**src/rtl/s_acc17_seq.sv**
```systemverilog
// s_acc17_seq: frame accumulator for signed adder sums with valid/ready in/out; S_ACC_SAT_EN selects saturation over wrap
module s_acc17_seq #(
  parameter int IN_W = 17,
  parameter int ACC_W = 24,
  parameter int N_SAMPLES = 16
) (
  input  logic                    clk,
  input  logic                    rst,
  input  logic                    clear,
  input  logic                    in_valid,
  output logic                    in_ready,
  input  logic signed [IN_W-1:0]  in_data,
  output logic                    out_valid,
  input  logic                    out_ready,
  output logic signed [ACC_W-1:0] out_data,
  output logic                    out_sat
);
  localparam int CW = $clog2(N_SAMPLES + 1);
  typedef enum logic {ACCUM, HOLD} state_t;
  state_t state, state_nx;
  logic signed [ACC_W-1:0] acc, acc_nx, add_res;
  logic [CW-1:0] count, count_nx;
  logic sat, sat_nx, ovf, last;
`ifdef S_ACC_SAT_EN
  logic signed [ACC_W:0] sum;
  assign sum = (ACC_W+1)'(acc) + (ACC_W+1)'(in_data);
  assign ovf = sum[ACC_W] ^ sum[ACC_W-1];
  // the extra top bit carries the true sign, so it picks the clamp rail
  assign add_res = !ovf ? sum[ACC_W-1:0] :
                   sum[ACC_W] ? {1'b1, {(ACC_W-1){1'b0}}} : {1'b0, {(ACC_W-1){1'b1}}};
`else
  assign ovf = 1'b0;
  assign add_res = acc + ACC_W'(in_data);
`endif
  assign last = count == CW'(N_SAMPLES - 1);
  assign in_ready = state == ACCUM;
  assign out_valid = state == HOLD;
  assign out_data = acc;
  assign out_sat = sat;
  always_comb begin
    state_nx = state;
    acc_nx = acc;
    count_nx = count;
    sat_nx = sat;
    if (clear) begin
      state_nx = ACCUM;
      acc_nx = '0;
      count_nx = '0;
      sat_nx = 1'b0;
    end else if (state == ACCUM) begin
      if (in_valid) begin
        acc_nx = add_res;
        sat_nx = sat | ovf;
        count_nx = last ? '0 : count + 1'b1;
        state_nx = last ? HOLD : ACCUM;
      end
    end else if (out_ready) begin
      acc_nx = '0;
      sat_nx = 1'b0;
      state_nx = ACCUM;
    end
  end
  always_ff @(posedge clk) begin
    if (rst) begin
      state <= ACCUM;
      acc <= '0;
      count <= '0;
      sat <= 1'b0;
    end else begin
      state <= state_nx;
      acc <= acc_nx;
      count <= count_nx;
      sat <= sat_nx;
    end
  end
endmodule

```
**config.mk**
```make
export PLATFORM = sky130hd
export DESIGN_NAME = s_acc17_seq
export DESIGN_NICKNAME = d
export VERILOG_FILES = /design/src/rtl/s_acc17_seq.sv
export SDC_FILE = /design/constraint.sdc
export NUM_CORES = 1
export LEC_CHECK = 0
export CAP_MARGIN = 10
export CORE_ASPECT_RATIO = 0.75
export CORE_MARGIN = 2
export CORE_UTILIZATION = 55
export CTS_CLUSTER_DIAMETER = 120
export DETAILED_ROUTE_END_ITERATION = 6
export HOLD_SLACK_MARGIN = 0.02
export PLACE_DENSITY_LB_ADDON = 0.12
export SLEW_MARGIN = 5
export SYNTH_ARGS = -nofsm -noshare
export SYNTH_HDL_FRONTEND = slang
export SYNTH_SLANG_ARGS = --single-unit
```
**constraint.sdc**
```tcl
create_clock -name clk -period 5.55 [get_ports clk]
set_clock_uncertainty 0.15 [all_clocks]
set_input_delay 1.11 -clock clk [delete_from_list [all_inputs] [get_ports clk]]
set_output_delay 1.11 -clock clk [all_outputs]
set_load 0.1 [all_outputs]
```
==> metrics.txt <==
status=finished clean; top cells by area, synth=dfxtp_1 (27%), ha_1 (13%), o21ai_0 (5.3%); total grt overflow=0; Post-synth EDFFs=0; Synth Cell Area=about 2200 µm²; buffer count from post-CTS setup fixing=0; CP required=5580 ps; Synth top area share=roughly a quarter; Max Freq=254 MHz; reg-to-reg endpoint=out_data[22]; via count=~2.3k; DR vias/cell=between 6 and 7; H-tree levels=2; Setup crit end=out_data[22]; final wirelength=5840 µm; ys flop type=dfxtp_1; Post-Synth XOR/XNOR Area=under 10%; CTS tree=yes; DR pass1 iterations=5; RSZ-0062 raised after global routing=no; CP bufs+invs=1; CP Class=in2reg; headroom to the max-slew limit=between 30% and 40%; Slowest-stage cell, CP=clkdlybuf4s50_1; # rows=20; initial antenna violation count=0; gr usage total=between 20% and 30%; final hold viol count=0; Remaining DRCs=0; Period Utilization, post-route=between 70% and 80%; Synth async-reset ratio=0%; P_leak=approximately 1.2 nW; yosys warns=0; DP Wirelength=4210 µm; Post-Synth Adder-Cell Area=~14%; clock sinks=30; sequential cell area fraction in the yosys report=a little over a quarter; Worst Hold Class=reg2reg; CTS buffer count=5; critical path's top delay family=compound AO/OA/AOI/OAI gates; endpoints failing setup=0; I/O pin total=just under 50; post-layout net count=between 300 and 400; first-pass GRT wire length=approximately 9500 µm; Pins Over Slew Limit=0; Syn Nets=~330; Power per Cell Area=~230 nW/µm²; area leader, netlist=dfxtp_1; area grow syn2layout=27.6%; Synth Area in Simple Gates=roughly 17%; CTS max path bufs=2; vias in the first global route=just over 2k; Unique masters post-synth=46; Worst Path Arrival=just under 4000 ps; CTS Hold Bufs=0; Die W=a little under 80 µm; cell area after placement=about 2800 µm²; total core area=roughly 4000 µm²; Cell Chain, Critical Path=clkdlybuf4s50_1, ha_1, fa_1, a21o_1, a221o_1, a2111o_1, a211oi_2, o31ai_1, xor2_1, a22o_1; top sig layer=met4; Crit. End Element=register; Max Cap Viol=0; min cycle time layout=3930 ps; largest net degree at the start of global routing=17; CP Depth=10; Compound-Gate Fraction of Synth Area=just under 30%; CTS Root Cell=clkbuf_8; critical path fanouts, max=3; Cells after Synth=281; Starting Density=56.5%; largest family of logic cells by synthesized area=compound AO/OA/AOI/OAI gates; metal2 WL=~2500 µm; critical path launch point type=primary input; Mean Syn Cell Area=about 8 µm²; Storage cell area=around 600 µm²; Hold Path Depth=2; Min Hold Slack=~330 ps; PortBufs=47; Critical Path Max Stage Delay=400 ps; Worst R2R Setup Slack=approximately 2500 ps; Clock transition at path regs=roughly 70 ps; Crit. Startpoint=in_data[0]; clk_lat worst skew=between 200 and 300 ps; final instance area=between 2000 and 3000 µm²; total negative slack=0 ps; worst r2r src=out_data[0]; VDD IR-drop max=between 150 and 200 µV; share of layout cells above drive strength 1=4.57%; Post-CTS Resized=0; worst-case reg-to-reg path depth=9; area taken by multi-input logic gates=between 1500 and 2000 µm²; WL per Instance=between 15 and 20 µm; Die ar.=between 4000 and 5000 µm²; post-synthesis mux area share=0%; Yosys reg bits=30; DR iter-0 viols=a little under 200; GPL Wtd Cong=roughly 0.94; Slew @ Worst Pin=988 ps; antenna cells=0; Tot Pwr=approximately 0.00067 W; met1 wire length=approximately 2800 µm; Die Height=between 50 and 60 µm; filler cell count=320; met3 WL=between 400 and 500 µm; post-route ant nets=0
[final cells by class]
| cell class | instances | area share, % |
|---|---|---|
| Clock buffer | 5 | 2.40 |
| Tap cell | 55 | 2.40 |
| Clock inverter | 3 | 1.39 |
| Timing Repair Buffer | 49 | 16.9 |
| Sequential cell | 30 | 20.9 |
| Inverter | 5 | 0.654 |
| Multi-Input combinational cell | 236 | 55.3 |
[cell families after synthesis]
| kind of cell | count (synthesis) |
|---|---|
| xor+xnor | 25 |
| fa+ha+maj | 25 |
| simple gates | 87 |
| compound gates | 98 |
| flops | 30 |
| other cells | 1 |
| buf+inv | 15 |
[worst min path at each step]
stage            startpoint      endpoint  slack, ps
3_3_place_gp   out_data[20]  out_data[20]        320
4_1_cts        out_data[20]  out_data[20]        340
3_5_place_dp   out_data[20]  out_data[20]        330
2_1_floorplan      count[1]      count[1]        300
5_1_grt        out_data[23]  out_data[23]        360
6_report       out_data[20]  out_data[20]        330
[tightest hold or removal path, stage by stage (launching register included)]
cell and delay [ps]:
dfxtp_1 330, nand2_1 50, o21ai_0 60
[synth_stat cells, types with 4 or more instances]
master / count
o21a_1: 4
nor2b_1: 5
a21oi_1: 22
xor2_1: 13
a21o_1: 7
and3_1: 5
inv_1: 5
a22oi_1: 10
dfxtp_1: 30
nand2_1: 30
nand4_1: 7
o21ai_0: 24
nand3_1: 5
ha_1: 24
clkbuf_1: 9
nor3_1: 4
nor2_1: 26
xnor2_1: 12
[power by group]
group	switching, W	leakage [nW]	internal (W)	total (W)
clock	0.0000906	0.0579	0.000132	0.000223
sequential	0.00000726	0.244	0.000224	0.000231
combinational	0.000140	0.851	0.0000750	0.000215
[per-layer routing]
| layer | vias up | track usage, % |
|---|---|---|
| li1 | 1131 | - |
| met1 | 1048 | 36.6 |
| met2 | 116 | 39.0 |
| met3 | 15 | 6.55 |
| met4 | 0 | 9.69 |
| met5 | - | 0 |
[state kept, by name, summed over array words and instances (netlist names)]
register	flops
out_data	24
count	5
out_valid	1
[layout by cell type, fill, tap and decap left out, types with 7 or more instances in the layout]
| master | count |
|---|---|
| a21o_1 | 7 |
| a21oi_1 | 22 |
| a22oi_1 | 10 |
| clkdlybuf4s50_1 | 47 |
| dfxtp_1 | 30 |
| ha_1 | 24 |
| nand2_1 | 30 |
| nand4_1 | 7 |
| nor2_1 | 26 |
| o21ai_0 | 24 |
| xnor2_1 | 12 |
| xor2_1 | 13 |
[stage by stage]
| stage | util [%] | setup WS (ps) | cells |
|---|---|---|---|
| 6_report | 72.2 | 1620 | 383 |
| 5_1_grt | 72.2 | 1480 | 383 |
| 4_1_cts | 72.2 | 1640 | 383 |
| 3_5_place_dp | 69.4 | 1350 | 375 |
| 3_3_place_gp | 69.4 | 1430 | 375 |
| 2_1_floorplan | - | 1960 | 281 |
(Power assumes the default switching activity.)
